===== src/rtl/vga_timing_core.sv =====
// Raster timing generator for a 640x480 @ 60 Hz display on the 25 MHz pixel clock.
// Two free-running counters (pixel within line, line within frame) are decoded
// combinationally into sync, active-video, end-of-frame and clamped pixel coordinates.
module vga_timing_core #(
  parameter int unsigned WIDTH    = 640,
  parameter int unsigned HEIGHT   = 480,
  parameter int unsigned H_FRONT  = 16,
  parameter int unsigned H_SYNC   = 96,
  parameter int unsigned H_BACK   = 48,
  parameter int unsigned V_FRONT  = 10,
  parameter int unsigned V_SYNC   = 2,
  parameter int unsigned V_BACK   = 33,
  parameter bit          SYNC_POL = 1'b0
) (
  input  logic       clk25,
  input  logic       reset,
  output logic       hSync,
  output logic       vSync,
  output logic       active,
  output logic       screenEnd,
  output logic [9:0] x,
  output logic [8:0] y
);

  localparam int unsigned H_TOTAL = WIDTH + H_FRONT + H_SYNC + H_BACK;
  localparam int unsigned V_TOTAL = HEIGHT + V_FRONT + V_SYNC + V_BACK;
  localparam int unsigned HW      = $clog2(H_TOTAL);
  localparam int unsigned VW      = $clog2(V_TOTAL);

  // Decode boundaries, pre-sized to the counter widths.
  localparam logic [HW-1:0] H_LAST       = HW'(H_TOTAL - 1);
  localparam logic [HW-1:0] H_VIS_END    = HW'(WIDTH);
  localparam logic [HW-1:0] H_SYNC_START = HW'(WIDTH + H_FRONT);
  localparam logic [HW-1:0] H_SYNC_END   = HW'(WIDTH + H_FRONT + H_SYNC);
  localparam logic [HW-1:0] H_ONE        = HW'(1);

  localparam logic [VW-1:0] V_LAST       = VW'(V_TOTAL - 1);
  localparam logic [VW-1:0] V_VIS_END    = VW'(HEIGHT);
  localparam logic [VW-1:0] V_SYNC_START = VW'(HEIGHT + V_FRONT);
  localparam logic [VW-1:0] V_SYNC_END   = VW'(HEIGHT + V_FRONT + V_SYNC);
  localparam logic [VW-1:0] V_ONE        = VW'(1);

  // Coordinates are held at the last visible pixel during blanking so that
  // x + WIDTH*y never leaves the frame buffer.
  localparam logic [9:0] X_MAX = 10'(WIDTH - 1);
  localparam logic [8:0] Y_MAX = 9'(HEIGHT - 1);

  logic [HW-1:0] h_count_q, h_count_d;
  logic [VW-1:0] v_count_q, v_count_d;
  logic          h_wrap;
  logic          v_wrap;

  logic h_visible;
  logic v_visible;
  logic h_in_sync;
  logic v_in_sync;
  logic frame_end;

  // Next-state for the pixel and line counters; lines advance only on a line wrap.
  always_comb begin
    h_wrap    = (h_count_q == H_LAST);
    v_wrap    = (v_count_q == V_LAST);
    h_count_d = h_count_q + H_ONE;
    v_count_d = v_count_q;
    if (h_wrap) begin
      h_count_d = '0;
      if (v_wrap) begin
        v_count_d = '0;
      end else begin
        v_count_d = v_count_q + V_ONE;
      end
    end
  end

  // Counter registers; reset restarts the raster at pixel (0,0).
  always_ff @(posedge clk25) begin
    if (reset) begin
      h_count_q <= '0;
      v_count_q <= '0;
    end else begin
      h_count_q <= h_count_d;
      v_count_q <= v_count_d;
    end
  end

  // Region decode of the current counter values.
  always_comb begin
    h_visible = (h_count_q < H_VIS_END);
    v_visible = (v_count_q < V_VIS_END);
    h_in_sync = (h_count_q >= H_SYNC_START) && (h_count_q < H_SYNC_END);
    v_in_sync = (v_count_q >= V_SYNC_START) && (v_count_q < V_SYNC_END);
    frame_end = (h_count_q == '0) && (v_count_q == V_VIS_END);
  end

  // Output decode; reset forces idle values so no partial sync pulse escapes.
  always_comb begin
    hSync     = ~SYNC_POL;
    vSync     = ~SYNC_POL;
    active    = 1'b0;
    screenEnd = 1'b0;
    x         = '0;
    y         = '0;
    if (!reset) begin
      hSync     = h_in_sync ? SYNC_POL : ~SYNC_POL;
      vSync     = v_in_sync ? SYNC_POL : ~SYNC_POL;
      active    = h_visible && v_visible;
      screenEnd = frame_end;
      x         = h_visible ? 10'(h_count_q) : X_MAX;
      y         = v_visible ? 9'(v_count_q) : Y_MAX;
    end
  end

endmodule


===== config.mk =====
export PLATFORM = sky130hd
export DESIGN_NAME = vga_timing_core
export DESIGN_NICKNAME = d
export VERILOG_FILES = /design/src/rtl/vga_timing_core.sv
export SDC_FILE = /design/constraint.sdc
export NUM_CORES = 1
export LEC_CHECK = 0
export ABC_AREA = 1
export CAP_MARGIN = 10
export CORE_MARGIN = 4
export CORE_UTILIZATION = 25
export DETAILED_ROUTE_END_ITERATION = 12
export PLACE_DENSITY_LB_ADDON = 0.12
export SLEW_MARGIN = 20
export SYNTH_ARGS = -nofsm -noshare
export SYNTH_HDL_FRONTEND = slang
export SYNTH_SLANG_ARGS = --single-unit

===== constraint.sdc =====
create_clock -name clk25 -period 2.1 [get_ports clk25]
set_input_delay 0.525 -clock clk25 [delete_from_list [all_inputs] [get_ports clk25]]
set_output_delay 0.525 -clock clk25 [all_outputs]
set_load 0.1 [all_outputs]

==> results.py <==
metrics = {
    "outcome": {
        "status": "finished clean",
    },
    "logic_synthesis": {
        "post_synth_instance_area_mm2": 0.00132,
        "yosysWarningCount": 0,
        "ys_ff_latch": 20,
        "postSynthCellCount": 217,
        "post_synth.cell_area_avg_um2": 6.07,
        "synth_async_sr_flop_share": 0,
        "synth-main-ff-cell": "sky130_fd_sc_hd__dfxtp_1",
        "synth-edff-count": 0,
        "synthesis.nets": 223,
        "synth.yosys.seq_area_share": 0.304,
        "synth_cell_type_count": 24,
    },
    "sta": {
        "fmax_mhz": 491,
        "tns_ns": 0,
        "final_min_period_over_clock_period": 0.969,
        "report.final.slew_viol_count": 0,
        "fin_crit_ns": 2.04,
        "max_clock_skew_ns": 0.00226,
        "postLayoutSetupSlackWorst_ns": 0.0646,
        "timing.max_slew.rel_slack": 0.777,
        "tightest_slew_ns": 0.334,
        "report.final.hold_viol_count": 0,
        "setup_viol_count_final": 0,
    },
    "power": {
        "total_leakage_power_nw": 0.901,
        "total_power_w": 0.000799,
        "power_per_cell_area_mw_per_mm2": 364,
        "p_int_w": 0.000576,
        "netSwitchingPower_w": 0.000223,
        "share_clk_of_total_power": 0.400,
        "combinationalPowerShare": 0.123,
        "pwr-share-seq": 0.477,
        "netSwitchingFraction": 0.279,
        "vdd.ir_drop.worst_mv": 0.187,
    },
    "cts": {
        "numCtsBuffers": 3,
        "clk_transition_reported_paths_ns": 0.08,
        "cts_root_buf": "sky130_fd_sc_hd__clkbuf_8",
        "tritoncts_clock_tree": "built",
        "clk_path_buf_depth": 2,
        "h_tree_lvl_count": 1,
        "cts_num_sinks": 20,
        "cts-hold-fix-buffers": 0,
        "worstSkewPairLatency_ns": 0.27,
    },
    "layout": {
        "synthesis_to_layout_area_growth_pct": 66.6,
        "final_common_cell": "sky130_fd_sc_hd__nand2_1",
        "most-common-layout-cells": "42 x sky130_fd_sc_hd__nand2_1, 33 x sky130_fd_sc_hd__inv_1, 31 x sky130_fd_sc_hd__nor2_1",
        "fillers": 552,
        "finish.net_count": 259,
        "insertedDiodeCount": 0,
        "post_route_cells_drive_above_1_share": 0.365,
    },
    "placed_design": {
        "dpl_worst_slack_ns": -0.330,
        "gpl.final_weighted_congestion": 0.772,
        "place.port_buffers": 24,
        "detailedPlacementHpwl_um": 2860,
    },
    "worst_setup_path": {
        "worst-setup-path-type": "flop to output port",
        "critPathCaptureType": "output port",
        "cp_slowest_cell": "sky130_fd_sc_hd__dfxtp_1",
        "path_max_fanout": 3,
        "crit_path_start_kind": "flop",
        "slowest_delay_ns": 0.34,
        "critical_path_arrival_ns": 1.51,
        "timing.critical_path.cells": "inv_1 -> ha_4 -> nand3_2 -> nor4_4 -> buf_12",
        "critPathRequiredTime_ns": 1.57,
    },
    "floorplanning": {
        "fp-row-count": 26,
        "die-area_mm2": 0.00650,
        "area_of_the_core_mm2": 0.00511,
        "die-width_um": 80.6,
        "start_util": 0.258,
        "floorplan.die.height_um": 80.6,
        "ios": 25,
    },
    "detailed_routing": {
        "dr.first_iter.drc_count": 33,
        "detail_route.drc_violations": 0,
        "drt_wl_total_um": 3720,
        "vias": 1380,
        "first_pass_detailed_route_iteration_total": 4,
        "vias_per_cell": 4.29,
        "routed_wire_length_per_instance_um": 11.5,
        "postRouteAntennaNets": 0,
    },
    "min_path": {
        "worstHoldPathType": "flop to flop",
    },
    "global_route": {
        "antenna_found_initial": 0,
        "grt_use_total": 0.124,
        "first_global_vias": 1315,
        "global_route.overflow_total": 0,
        "wire_length_of_the_first_global_routing_pass_um": 6200,
        "grt_max_degree": 14,
    },
    "job": {
        "max-cap-violations": 0,
    },
}
## cell usage after synthesis (3+ instances only)
cell,count,area (um2)
sky130_fd_sc_hd__nand2_1,46,173
sky130_fd_sc_hd__inv_1,41,154
sky130_fd_sc_hd__nor2_1,35,131
sky130_fd_sc_hd__dfxtp_1,20,400
sky130_fd_sc_hd__o21ai_0,13,65.1
sky130_fd_sc_hd__a21oi_1,10,50.1
sky130_fd_sc_hd__nand3_1,10,50.1
sky130_fd_sc_hd__nand4_1,7,43.8
sky130_fd_sc_hd__nand2_2,6,37.5
sky130_fd_sc_hd__nor2_2,5,31.3
sky130_fd_sc_hd__ha_1,4,50.1
sky130_fd_sc_hd__nor3_1,3,15.0
sky130_fd_sc_hd__o21ai_1,3,15.0
## metrics by stage
step	area [um2]	util	hold slack [ns]	instances
6_report	2190	0.430	0.453	322
5_1_grt	2190	0.430	0.480	322
4_1_cts	2090	0.409	0.488	319
3_5_place_dp	2010	0.393	0.467	313
3_3_place_gp	2010	0.393	0.468	313
2_1_floorplan	1440	-	0.439	217
## final timing paths
check,startpoint,slack [ns],to,depth (start not counted)
worst min-delay path,h_count_q[0]$_SDFF_PP0_,0.45,h_count_q[0]$_SDFF_PP0_,1
worst min register to register,h_count_q[0]$_SDFF_PP0_,0.45,h_count_q[0]$_SDFF_PP0_,1
worst max register to register,h_count_q[1]$_SDFF_PP0_,0.52,v_count_q[4]$_SDFFE_PP0P_,6
worst max-delay path,v_count_q[0]$_SDFFE_PP0P_,0.06,screenEnd,5
## state kept, by name, indices dropped and copies added (netlist names)
name       flops
v_count_q     10
h_count_q     10
## critical path: cells and delay by family (launching register included)
family	cells	cell delay (ns)
buffers and inverters	2	0.34
adders and majority gates	1	0.16
DFF	1	0.34
and+or+nand+nor	2	0.40
## final cells by class
| cell class | instances | area, um2 | share of cell area |
|---|---|---|---|
| timing repair buffer | 35 | 548 | 0.250 |
| sequential | 20 | 429 | 0.196 |
| tap | 70 | 87.6 | 0.0399 |
| multi-input combinational | 152 | 902 | 0.411 |
| clock buffer | 4 | 55.1 | 0.0251 |
| inverter | 41 | 173 | 0.0787 |
## per-layer routing
layer  vias up  track usage  wire [um]  part of all wire
li1        746            -          -                 -
met1       608        0.174       1890              0.51
met2        21        0.188       1670              0.45
met3         5       0.0202         95             0.026
met4         0       0.0490         65             0.017
met5         -            0          0                 0
## logic make-up (layout without fill, tap and decap cells)
family	Yosys count	count (layout)	share of synthesized area
simple gates	116	116	0.388
buf+inv	45	80	0.135
compound gates	30	30	0.122
flops	20	20	0.304
fa+ha+maj	4	4	0.0380
xor+xnor	2	2	0.0133
## timing repair
item,in CTS,in global routing
endpoints found under the setup margin,23,13
buffers inserted,2,3
hold endpoints to repair,0,0
gates resized for setup,17,27
pin swaps,3,5
## power by group through the flow
stage / Clock, W / Sequential (W) / Combinational, W
6_report: 0.000320 / 0.000381 / 0.0000985
5_1_grt: 0.000342 / 0.000383 / 0.000107
4_1_cts: 0.000330 / 0.000386 / 0.0000999
3_5_place_dp: 0 / 0.000398 / 0.0000997
3_3_place_gp: 0 / 0.000398 / 0.0000996
2_1_floorplan: 0 / 0.000396 / 0.0000652
(Power assumes the default switching activity.)
==> RTL edit 1: new RTL, same flow settings <==
Make the reset (`reset`) asynchronous in one clocked block.
--- a/src/rtl/vga_timing_core.sv
+++ b/src/rtl/vga_timing_core.sv
@@ -75,3 +75,3 @@
   // Counter registers; reset restarts the raster at pixel (0,0).
-  always_ff @(posedge clk25) begin
+  always_ff @(posedge clk25 or posedge reset) begin
     if (reset) begin
Check against the original RTL: same outputs for any inputs over 10 cycles, from zero or initial values and one cycle with reset high; that may be too few to reach the edited logic, so the function may still have changed.
==> RTL edit 1 against the unedited design <==
  * The run now ends with negative setup slack left
  * Synthesized area is 9.7% higher
  * Cell area is 8.3% higher
  * Utilization is 0.060 points lower
  * Synthesized cell count is 4.6% lower
  * Die area is 8.7% higher
  * Routed wire length is 5.8% higher
  * Worst setup slack worse by 0.089 ns
  * Sequential cell count stayed put
  * Total power is 3.1% lower
  * Critical path type unchanged
  * Largest cell class unchanged
  * Largest power group unchanged
  * Highest routed layer unchanged
==> RTL edit 1: results (changes against the unedited design) <==
INFO  outcome        run_status=finished with violations [was complete, no violations]
INFO  outcome        violations=negative setup slack
INFO  synth          synth-adder-area-share=0.0346 [was 0.0380]
INFO  timing         slew_headroom=0.784 [was 0.777]
INFO  timing         timing.clock.skew=0.00270ns [was 0.00226 ns]
INFO  grt            maximum_number_of_pins_on_one_net_before_global_route_repair=12 [was 14]
INFO  min_path       hold_class=input pin to async pin [was flip-flop to flip-flop]
INFO  synth          synth.distinct_cells=26 [was 24]
INFO  critical_path  r2r-start=h_count_q[0] [was h_count_q[1]]
INFO  critical_path  r2r_setup_slack=0.58ns [was 0.52 ns]
INFO  timing         fin_setup_tns=-0.0240ns [was 0 ns]
INFO  power          static-leakage-power=1.10nW [was 0.901 nW]
INFO  detailed_routing routed-via-count=1393 [was 1380]
INFO  detailed_routing route.layer.met1.wl=2070um [was 1890 um]
INFO  critical_path  critPathLaunch=v_count_q[5] [was v_count_q[0]]
INFO  synth          synthesized_area_per_cell=6.98um^2 [was 6.07 um^2]
INFO  power          power.ir.vdd_worst=0.000182V [was 0.000187 V]
INFO  detailed_routing postRouteWirelength=3940um [was 3720 um]
INFO  synth          async_reset_ff_frac=1.00 [was 0]
INFO  critical_path  worst_path_max_fanout=4 [was 3]
INFO  detailed_routing dr.first_iter.drc_count=46 [was 33]
INFO  detailed_routing met2_length=1730um [was 1670 um]
INFO  synth          synth-compound-area-share=0.0883 [was 0.122]
INFO  synth          synth.net_count=213 [was 223]
INFO  synth          synth_top_cells_by_count=sky130_fd_sc_hd__inv_1 (36), sky130_fd_sc_hd__nand2_1 (32), sky130_fd_sc_hd__nor2_1 (28) [was sky130_fd_sc_hd__nand2_1 (46), sky130_fd_sc_hd__inv_1 (41), sky130_fd_sc_hd__nor2_1 (35)]
INFO  layout         ratio_of_cells_with_drive_above_1_in_the_final_layout=0.428 [was 0.365]
INFO  grt            overall_fraction_of_global_route_tracks_in_use=0.121 [was 0.124]
INFO  synth          synthXorXnorAreaFrac=0.0545 [was 0.0133]
INFO  detailed_routing wire_per_inst=12.2um [was 11.5 um]
INFO  critical_path  cp_data_arrival_time=1.60ns [was 1.51 ns]
INFO  timing         setup_ws=-0.0240ns [was 0.0646 ns]
INFO  power          switching_share=0.255 [was 0.279]
INFO  synth          yosysSeqAreaShare=0.346 [was 0.304]
INFO  layout         design.final.nets=257 [was 259]
INFO  timing         timing.final.setup_violations=1 [was 0]
INFO  detailed_routing routed-wl-met3=89um [was 95 um]
INFO  placed_design  detailedPlacementHpwl=3130um [was 2860 um]
INFO  placed_design  gpl.final_weighted_congestion=0.832 [was 0.772]
INFO  power          pwr-share-comb=0.109 [was 0.123]
-- RTL edit 1: changes by cell type in the layout (fill, tap and decap cells not counted), moves of 6 or more --
cell	before	now
sky130_fd_sc_hd__nor2_4	4	14
sky130_fd_sc_hd__xor2_1	2	8
sky130_fd_sc_hd__buf_4	11	19
sky130_fd_sc_hd__nor2_1	31	17
sky130_fd_sc_hd__dfrtp_1	0	14
sky130_fd_sc_hd__dfrtp_2	0	6
sky130_fd_sc_hd__dfxtp_1	9	0
sky130_fd_sc_hd__inv_2	1	8
sky130_fd_sc_hd__nand2_1	42	31
sky130_fd_sc_hd__dfxtp_4	6	0
-- RTL edit 1: power groups by stage --
stage | Sequential [mW] | Combinational [mW] | Clock (mW)
after floorplan | 0.392 | 0.0536 | 0
after global placement | 0.392 | 0.0855 | 0
after detailed placement | 0.392 | 0.0858 | 0
after CTS | 0.385 | 0.0855 | 0.320
after global routing | 0.385 | 0.0895 | 0.334
final | 0.385 | 0.0842 | 0.305
-- RTL edit 1: through the flow --
stage                     hold slack [ns]  instance area, um^2   util  worst slack, ns
after floorplan                     0.459                 1600      -           -0.286
after global placement              0.505                 2230  0.403           -0.323
after detailed placement            0.502                 2230  0.403           -0.325
after CTS                           0.483                 2310  0.418           -0.155
after global routing                0.323                 2380  0.429          -0.0958
final                               0.313                 2380  0.429          -0.0240
-- RTL edit 1: kinds of logic after synthesis --
| family | after synthesis |
|---|---|
| AOI/OAI and AO/OA | 25 |
| xor gates and xnor gates | 9 |
| adders and majority gates | 4 |
| buffers and inverters | 45 |
| DFF | 20 |
| and+or+nand+nor | 104 |
-- RTL edit 1: area by class of cell --
cell class | instances | area [um^2]
Timing Repair Buffer | 44 | 619
Multi-Input combinational cell | 142 | 950
Sequential cell | 20 | 508
Tap cell | 72 | 90.1
Inverter | 40 | 155
Fill cell | 564 | 3160
Clock buffer | 4 | 55.1
-- RTL edit 1: worst reg2reg max path: cells and delay by family (launching register included) --
family        cells  cell delay (ns)
fa+ha+maj         1             0.25
simple gates      7             0.74
flops             1             0.42
-- RTL edit 1: worst paths after layout --
path | to | cells past startpoint
min in group clk25 | h_count_q[0] | 1
hold / removal | h_count_q[9] | 3
hold reg to reg | h_count_q[0] | 1
setup reg to reg | v_count_q[9] | 8
max in group asynchronous | v_count_q[9] | 4
setup / recovery | screenEnd | 5
-- RTL edit 1: timing repair --
action                     in CTS  in global routing
hold endpoints to repair        0                  0
pin swaps                       3                  8
buffers inserted                2                  3
setup endpoints to repair      23                 15
gates resized for setup         8                 18
-- RTL edit 1: layer usage --
| layer | track usage | vias to the layer above |
|---|---|---|
| met4 | 0.0395 | 0 |
| met1 | 0.176 | 639 |
| met3 | 0.0158 | 2 |
| met5 | 0 | - |
| met2 | 0.182 | 18 |
| li1 | - | 734 |
==> RTL edit 2: new RTL, config.mk and constraints unchanged <==
Made on the original files. Change the parameter `H_FRONT` from 16 to 64.
--- a/src/rtl/vga_timing_core.sv
+++ b/src/rtl/vga_timing_core.sv
@@ -6,3 +6,3 @@
   parameter int unsigned HEIGHT   = 480,
-  parameter int unsigned H_FRONT  = 16,
+  parameter int unsigned H_FRONT  = 64,
   parameter int unsigned H_SYNC   = 96,
Check against the original RTL: no difference found for any inputs over 10 cycles, from zero or initial values and one cycle with reset high; that may be too few to reach the edited logic, so the function may still have changed.
==> RTL edit 2 against the unedited design <==
  * Worst setup slack worse by 0.0091 ns
  * Via count grew 1.7%
  * Synthesized area rose by 0.95%
  * Critical path depth grew 2
  * Count of clock-buffer cells in the layout down 1
  * Total power decreased by 5.1%
  * Clock power fell by 17%
  * Cell area is 3.9% higher
  * Sequential cell count unchanged
  * Clock skew rose by 0.00083 ns
  * Routed wire length up 2.9%
  * Die area grew 0.86%
  * Critical path type unchanged
  * Highest routed layer unchanged
  * Fmax is 0.44% lower
==> RTL edit 2: results (changes against the unedited design) <==
INFO  outcome        run_status=complete, no violations [unchanged]
INFO  timing         timing.clock.skew=0.00309ns [was 0.00226 ns]
INFO  grt            grt_util_met1=0.185 [was 0.174]
INFO  layout         nonClkBufAreaFrac=0.259 [was 0.250]
INFO  grt            maximum_number_of_pins_on_one_net_before_global_route_repair=12 [was 14]
INFO  grt            first_global_vias=1395 [was 1315]
INFO  grt            globalRouteMet3Util=0.0222 [was 0.0202]
INFO  layout         seq_cell_count=20 [unchanged]
INFO  synth          synth-compound-area-share=0.112 [was 0.122]
INFO  timing         worst_slew_pin_tran=0.321ns [was 0.334 ns]
INFO  layout         multi_input_area_share=0.444 [was 0.411]
INFO  synth          synthXorXnorAreaFrac=0.0329 [was 0.0133]
INFO  layout         clockNetworkAreaShare=0.0197 [was 0.0251]
INFO  synth          yosysSeqAreaShare=0.301 [was 0.304]
INFO  critical_path  cpMaxStageDelayCell=sky130_fd_sc_hd__dfxtp_2 [was sky130_fd_sc_hd__dfxtp_1]
INFO  layout         sequential_cell_area=414um^2 [was 429 um^2]
INFO  layout         ratio_of_cells_with_drive_above_1_in_the_final_layout=0.373 [was 0.365]
INFO  power          clk-power=0.266mW [was 0.320 mW]
INFO  grt            grt_util_met2=0.193 [was 0.188]
INFO  detailed_routing drt-vias-per-instance=4.36 [was 4.29]
INFO  synth          synthesized_area_per_cell=6.19um^2 [was 6.07 um^2]
INFO  layout         nonClockBufferCount=39 [was 35]
INFO  grt            overall_fraction_of_global_route_tracks_in_use=0.129 [was 0.124]
INFO  power          static-leakage-power=0.847nW [was 0.901 nW]
INFO  layout         inverters_excl_clock=33 [was 41]
INFO  layout         nFillCells=536 [was 552]
INFO  power          seq_power=0.386mW [was 0.381 mW]
INFO  critical_path  worst_path_max_fanout=4 [was 3]
INFO  detailed_routing wire_per_inst=11.9um [was 11.5 um]
INFO  synth          synth.net_count=221 [was 223]
INFO  power          power.ir.vdd_worst=0.000202V [was 0.000187 V]
INFO  power          power_density=333nW/um^2 [was 364 nW/um^2]
-- RTL edit 2: repair_timing --
item	4_1_cts	5_1_grt
setup buffers	2	3
setup endpoints to repair	10	5
pin swaps	1	2
hold buffers	0	0
gates resized for setup	3	7
gates cloned	0	0
-- RTL edit 2: worst paths after layout --
path	end	cells past startpoint	from	slack, ns
worst max-delay path	screenEnd	7	v_count_q[0]	0.06
worst min-delay path	h_count_q[0]	1	h_count_q[0]	0.49
worst max register to register	v_count_q[4]	8	h_count_q[0]	0.37
worst min register to register	h_count_q[0]	1	h_count_q[0]	0.49
-- RTL edit 2: stage by stage --
step | total power [mW] | utilization
2_1_floorplan | 0.470 | -
3_3_place_gp | 0.501 | 0.422
3_5_place_dp | 0.500 | 0.422
4_1_cts | 0.771 | 0.437
5_1_grt | 0.798 | 0.444
6_report | 0.759 | 0.444
-- RTL edit 2: metal layers --
layer | up-vias | wire (um)
met5 | - | 0
met3 | 2 | 167
met1 | 617 | 2010
li1 | 762 | -
met4 | 0 | 36
met2 | 23 | 1610
